<file path="src/rtl/bus_traffic_master.sv">
// Active valid/ready bus initiator: writes an LFSR burst, reads it back and counts mismatches.
// Aborts the run if the slave holds ready low for TIMEOUT consecutive request cycles.
module bus_traffic_master #(
    parameter int unsigned ADDR_W    = 8,
    parameter int unsigned DATA_W    = 32,
    parameter int unsigned NUM_TXN   = 16,
    parameter logic [31:0] LFSR_SEED = 32'hACE11234,
    parameter int unsigned TIMEOUT   = 64
) (
    input  logic              clk,
    input  logic              rst,
    input  logic              start,
    input  logic [ADDR_W-1:0] base_addr,
    output logic              valid,
    input  logic              ready,
    output logic              wr_en,
    output logic [ADDR_W-1:0] addr,
    output logic [DATA_W-1:0] wdata,
    input  logic [DATA_W-1:0] rdata,
    output logic              busy,
    output logic              done,
    output logic [15:0]       err_cnt,
    output logic [ADDR_W-1:0] first_err_addr,
    output logic              timeout
);

    if (DATA_W != 32) begin : g_bad_data_w
        $error("bus_traffic_master: DATA_W must be 32");
    end
    if ((NUM_TXN < 1) || (64'(NUM_TXN) > (64'(1) << ADDR_W))) begin : g_bad_num_txn
        $error("bus_traffic_master: NUM_TXN must be in 1..2**ADDR_W");
    end
    if (TIMEOUT < 1) begin : g_bad_timeout
        $error("bus_traffic_master: TIMEOUT must be at least 1");
    end
    if (LFSR_SEED == 32'h0) begin : g_bad_seed
        $error("bus_traffic_master: LFSR_SEED must be nonzero");
    end

    localparam int unsigned       WAIT_W   = $clog2(TIMEOUT + 1);
    localparam logic [ADDR_W-1:0] LAST_IDX = ADDR_W'(NUM_TXN - 1);
    localparam logic [WAIT_W-1:0] WAIT_MAX = WAIT_W'(TIMEOUT);
    localparam logic [DATA_W-1:0] SEED     = DATA_W'(LFSR_SEED);
    localparam logic [DATA_W-1:0] POLY     = DATA_W'(32'h80200003);

    typedef enum logic [1:0] {StIdle, StWrite, StRead, StDone} state_e;

    // Galois step: shift right, fold the taps back in when the dropped bit was 1.
    function automatic logic [DATA_W-1:0] lfsr_next(input logic [DATA_W-1:0] x);
        lfsr_next = (x >> 1) ^ (x[0] ? POLY : '0);
    endfunction

    state_e              state_q, state_d;
    logic [ADDR_W-1:0]   idx_q, idx_d;
    logic [ADDR_W-1:0]   base_q, base_d;
    logic [DATA_W-1:0]   lfsr_q, lfsr_d;
    logic [WAIT_W-1:0]   wait_q, wait_d;
    logic                valid_q, valid_d;
    logic                wr_en_q, wr_en_d;
    logic [ADDR_W-1:0]   addr_q, addr_d;
    logic [DATA_W-1:0]   wdata_q, wdata_d;
    logic [15:0]         err_cnt_q, err_cnt_d;
    logic [ADDR_W-1:0]   first_err_q, first_err_d;
    logic                done_q, done_d;
    logic                timeout_q, timeout_d;

    logic                fire;
    logic                stall;
    logic                active;
    logic [ADDR_W-1:0]   idx_inc;
    logic [DATA_W-1:0]   lfsr_adv;
    logic [WAIT_W-1:0]   wait_inc;

    always_comb begin
        fire     = valid_q && ready;
        stall    = valid_q && !ready;
        active   = (state_q == StWrite) || (state_q == StRead);
        idx_inc  = idx_q + ADDR_W'(1);
        lfsr_adv = lfsr_next(lfsr_q);
        wait_inc = wait_q + WAIT_W'(1);

        state_d     = state_q;
        idx_d       = idx_q;
        base_d      = base_q;
        lfsr_d      = lfsr_q;
        wait_d      = wait_q;
        valid_d     = valid_q;
        wr_en_d     = wr_en_q;
        addr_d      = addr_q;
        wdata_d     = wdata_q;
        err_cnt_d   = err_cnt_q;
        first_err_d = first_err_q;
        done_d      = done_q;
        timeout_d   = timeout_q;

        case (state_q)
            StIdle, StDone: begin
                if (start) begin
                    state_d     = StWrite;
                    base_d      = base_addr;
                    idx_d       = '0;
                    lfsr_d      = SEED;
                    wait_d      = '0;
                    err_cnt_d   = '0;
                    first_err_d = '0;
                    done_d      = 1'b0;
                    timeout_d   = 1'b0;
                    valid_d     = 1'b1;
                    wr_en_d     = 1'b1;
                    addr_d      = base_addr;
                    wdata_d     = SEED;
                end
            end
            StWrite: begin
                if (fire) begin
                    wait_d = '0;
                    if (idx_q == LAST_IDX) begin
                        // Readback restarts the stream from the seed at the base address.
                        state_d = StRead;
                        idx_d   = '0;
                        lfsr_d  = SEED;
                        wr_en_d = 1'b0;
                        addr_d  = base_q;
                        wdata_d = '0;
                    end else begin
                        idx_d   = idx_inc;
                        lfsr_d  = lfsr_adv;
                        addr_d  = base_q + idx_inc;
                        wdata_d = lfsr_adv;
                    end
                end
            end
            StRead: begin
                if (fire) begin
                    wait_d = '0;
                    if (rdata != lfsr_q) begin
                        if (err_cnt_q != 16'hFFFF) begin
                            err_cnt_d = err_cnt_q + 16'd1;
                        end
                        // err_cnt never wraps, so zero means no error yet in this run.
                        if (err_cnt_q == 16'd0) begin
                            first_err_d = addr_q;
                        end
                    end
                    if (idx_q == LAST_IDX) begin
                        state_d = StDone;
                        valid_d = 1'b0;
                        addr_d  = '0;
                        done_d  = 1'b1;
                    end else begin
                        idx_d  = idx_inc;
                        lfsr_d = lfsr_adv;
                        addr_d = base_q + idx_inc;
                    end
                end
            end
            default: state_d = StIdle;
        endcase

        if (active && stall) begin
            wait_d = wait_inc;
            if (wait_inc == WAIT_MAX) begin
                state_d   = StDone;
                wait_d    = '0;
                valid_d   = 1'b0;
                wr_en_d   = 1'b0;
                addr_d    = '0;
                wdata_d   = '0;
                done_d    = 1'b1;
                timeout_d = 1'b1;
            end
        end
    end

    always_ff @(posedge clk or posedge rst) begin
        if (rst) begin
            state_q     <= StIdle;
            idx_q       <= '0;
            base_q      <= '0;
            lfsr_q      <= SEED;
            wait_q      <= '0;
            valid_q     <= 1'b0;
            wr_en_q     <= 1'b0;
            addr_q      <= '0;
            wdata_q     <= '0;
            err_cnt_q   <= '0;
            first_err_q <= '0;
            done_q      <= 1'b0;
            timeout_q   <= 1'b0;
        end else begin
            state_q     <= state_d;
            idx_q       <= idx_d;
            base_q      <= base_d;
            lfsr_q      <= lfsr_d;
            wait_q      <= wait_d;
            valid_q     <= valid_d;
            wr_en_q     <= wr_en_d;
            addr_q      <= addr_d;
            wdata_q     <= wdata_d;
            err_cnt_q   <= err_cnt_d;
            first_err_q <= first_err_d;
            done_q      <= done_d;
            timeout_q   <= timeout_d;
        end
    end

    assign valid          = valid_q;
    assign wr_en          = wr_en_q;
    assign addr           = addr_q;
    assign wdata          = wdata_q;
    assign busy           = (state_q == StWrite) || (state_q == StRead);
    assign done           = done_q;
    assign err_cnt        = err_cnt_q;
    assign first_err_addr = first_err_q;
    assign timeout        = timeout_q;

endmodule

</file>
<file path="config.mk">
export PLATFORM = sky130hd
export DESIGN_NAME = bus_traffic_master
export DESIGN_NICKNAME = d
export VERILOG_FILES = /design/src/rtl/bus_traffic_master.sv
export SDC_FILE = /design/constraint.sdc
export NUM_CORES = 1
export LEC_CHECK = 0
export ABC_AREA = 1
export CAP_MARGIN = 20
export CORE_ASPECT_RATIO = 1.2
export CORE_UTILIZATION = 43
export CTS_CLUSTER_DIAMETER = 150
export DETAILED_ROUTE_END_ITERATION = 10
export MAX_ROUTING_LAYER = met4
export PLACE_DENSITY_LB_ADDON = 0.3
export SYNTH_ARGS = -nofsm -noshare
export SYNTH_HDL_FRONTEND = slang
export SYNTH_SLANG_ARGS = --single-unit
</file>
<file path="constraint.sdc">
create_clock -name clk -period 4.6 [get_ports clk]
set_clock_uncertainty 0.15 [all_clocks]
set_input_delay 0.92 -clock clk [delete_from_list [all_inputs] [get_ports clk]]
set_output_delay 0.92 -clock clk [all_outputs]
set_load 0.05 [all_outputs]
</file>
==> metrics.md <==
| Metric | Value |
|---|---|
| Synth Area in XOR/XNOR | 3.49% |
| Final Hold Viols | 0 |
| Commonest cells in the netlist | 231 x nand2_1, 114 x inv_1, 112 x dfrtp_1 |
| CTS buffer count | 17 |
| Die Y | 147 um |
| Final GP Congestion | 0.899 |
| Gr ovfl total | 0 |
| Distinct cells, synth | 55 |
| Asr flop ratio synth | 100% |
| Ant. Diodes | 0 |
| Post-synth EDFFs | 0 |
| Crit path DAT | 2.45 ns |
| CTS Sinks | 125 |
| Row cnt | 52 |
| Mean Syn Cell Area | 7.84 sq um |
| YS warnings | 0 |
| First-pass GRT wire length | 33000 um |
| Most frequent cell after synthesis | nand2_1 |
| Largest family of logic cells by synthesized area | simple AND/OR/NAND/NOR gates |
| Critical path origin | state_q[0]$_DFF_PP0_ |
| Post-synthesis mux area share | 0% |
| Initial antenna violation count | 0 |
| Max Clock Freq | 284 MHz |
| Core area | 17000 sq um |
| Relative slew margins | 36.4% |
| Aggregate negative setup slack | 0 ns |
| Power Dens Cells | 277 nW/um^2 |
| MaxCap Viol Count | 0 |
| Synth Net Count | 1019 |
| Hold Path Stages | 2 |
| Setup Fix Bufs, Post-CTS | 0 |
| Finished Cell Area | 9290 sq um |
| Adder-cell area share of the yosys netlist | 2.42% |
| Ys flop type | dfrtp_1 |
| Cell area after placement | 8690 sq um |
| Share of post-route cells with drive strength above 1 | 9.47% |
| Clock latency on the worst-skew pair | 0.43 ns |
| Synth Area in Compound Gates | 16.9% |
| Largest net degree at the start of global routing | 78 |
| IO Pins | 113 |
| Via density | 5.37 |
| Crit share post-route | 76.4% |
| Vias in the first global route | 6533 |
| Port buffer count | 112 |
| WL/cell | 15.8 um |
| Worst-path clk slew | 0.05 ns |
| CTS Root Cell | clkbuf_16 |
| Drt initial violations | 467 |
| Pleak | 4.55 nW |
| Largest cells by area after synthesis | dfrtp_1 37%, nand2_1 12%, inv_1 5.7% |
| Synth area leader | dfrtp_1 |
| Initial core utilization | 44.4% |
| Worst setup path class | flop to primary output |
| Critical-path maximum fanout | 9 |
| Yosys top cell area share | 37.2% |
| Reg-to-Reg Start | state_q[0]$_DFF_PP0_ |
| Seq/Total Area, Yosys | 41.7% |
| Reg2Reg Depth | 10 |
| CP Capture Point | busy |
| DRT antenna net count | 0 |
| Seq cells post-synth | 125 |
| Remaining DRCs | 0 |
| Final setup violation count | 0 |
| Max VDD drop | 264 uV |
| Status | finished clean |
| Max Slew Vio Count | 0 |
| CTS tree | done |
| Simple-gate share of the synthesized area | 25.6% |
| CTS H-tree depth | 4 |
| Area growth syn-to-layout | 23.3% |
| FILL cells | 1611 |
| Post-route minimum period | 3.52 ns |
| All-Layer GR Usage | 24.3% |
| Reg2reg end | err_cnt[7]$_DFFE_PP0P_ |
| Resized cells post-CTS | 0 |
| Via count | 6881 |
| Worst R2R Setup Slack | 1.80 ns |
| Worst EP required | 3.53 ns |
| Nets | 1111 |
| Die ar. | 18100 sq um |
| Post-Route Utilization | 54.7% |
| Startpoint types | flop |
| Die width | 123 um |
| Cells after synthesis | 961 |
| RSZ-0062 raised after global routing | false |
| # hold bufs at CTS | 0 |
| Drt total wl | 20300 um |
| Cell Area, Synth | 7530 sq um |
| Slew @ Worst Pin | 0.950 ns |
| DP HPWL | 14600 um |
| Total iterations of the first detailed-routing run | 5 |
| Hold Path Class | flop to flop |
| Crit end category | primary output |
| Max Root-Sink Buffers | 2 |
==> critical path, stage by stage, from the launching register on <==
cell	delay, ns
dfrtp_1	0.36
inv_1	0.06
ha_1	0.55
inv_6	0.22
clkdlybuf4s50_1	0.83
==> worst min-delay path by stage <==
stage | end | start | slack (ns)
3_3_place_gp | first_err_addr[6]$_DFFE_PP0P_ | first_err_addr[6]$_DFFE_PP0P_ | 0.31
6_report | first_err_addr[5]$_DFFE_PP0P_ | first_err_addr[5]$_DFFE_PP0P_ | 0.32
2_1_floorplan | base_q[4]$_DFFE_PP0P_ | base_q[4]$_DFFE_PP0P_ | 0.33
5_1_grt | first_err_addr[6]$_DFFE_PP0P_ | first_err_addr[6]$_DFFE_PP0P_ | 0.35
3_5_place_dp | first_err_addr[5]$_DFFE_PP0P_ | first_err_addr[5]$_DFFE_PP0P_ | 0.31
4_1_cts | first_err_addr[5]$_DFFE_PP0P_ | first_err_addr[5]$_DFFE_PP0P_ | 0.32
==> where the power goes <==
| part | total (mW) | switching (mW) | internal, mW | leakage [nW] |
|---|---|---|---|---|
| Clock | 1.37 | 0.498 | 0.876 | 0.289 |
| Sequential | 1.11 | 0.00277 | 1.10 | 1.54 |
| Combinational | 0.0944 | 0.0477 | 0.0467 | 2.72 |
==> registers in the layout, indices dropped and copies added, names as in the netlist <==
name            cells
addr                8
base_q              8
done                1
err_cnt            16
first_err_addr      8
idx_q               8
lfsr_q             32
state_q             2
timeout             1
valid               1
wait_q              7
wdata              32
wr_en               1
==> final cells by class <==
type | instances | area (sq um) | area share (%)
Sequential cell | 125 | 3140 | 33.8
Tap cell | 216 | 270 | 2.91
Multi-Input combinational cell | 673 | 3640 | 39.2
Inverter | 120 | 468 | 5.04
Clock buffer | 21 | 460 | 4.96
Clock inverter | 11 | 141 | 1.52
Timing Repair Buffer | 116 | 1160 | 12.5
==> stage by stage <==
stage	hold slack, ns	setup slack [ns]	instances	total power, mW
global route	0.351	1.01	1282	2.65
floorplan	0.327	0.224	961	1.16
global placement	0.306	1.09	1250	1.22
finish	0.317	1.08	1282	2.57
CTS	0.322	1.10	1282	2.59
detailed placement	0.308	1.00	1250	1.22
==> per-layer routing <==
metal  track usage [%]  part of all wire, %  vias up
met2              39.2                   50      197
met5                 -                    0        -
met4              7.44                  1.6        0
li1                  -                    -     3339
met3              5.05                  5.0       28
met1              30.4                   44     3317
==> cell families (layout without fill, tap and decap cells) <==
| logic type | count (synthesis) | in the layout |
|---|---|---|
| AND/OR/NAND/NOR | 428 | 428 |
| AO/OA/AOI/OAI | 201 | 201 |
| buffers and inverters | 163 | 268 |
| flip-flops | 125 | 125 |
| XOR/XNOR | 30 | 30 |
| adder cells (fa/ha/maj) | 14 | 14 |
==> cells in the final DEF, fill, tap and decap left out, types with 5 or more instances in the layout <==
cell type / instances
nand2_1: 231
inv_1: 113
dfrtp_1: 112
clkdlybuf4s50_1: 112
nor2_1: 78
o21ai_0: 70
a21oi_1: 47
nand3_1: 47
o22ai_1: 23
o211ai_1: 23
xor2_1: 22
clkbuf_16: 17
a22oi_1: 14
ha_1: 13
dfstp_2: 13
nor3_1: 11
or2_2: 10
nand3b_1: 10
xnor2_1: 8
nand4_1: 7
nor2_2: 6
nand2_4: 5
nand2_2: 5
Note: power is estimated with default switching activity, not from simulation.
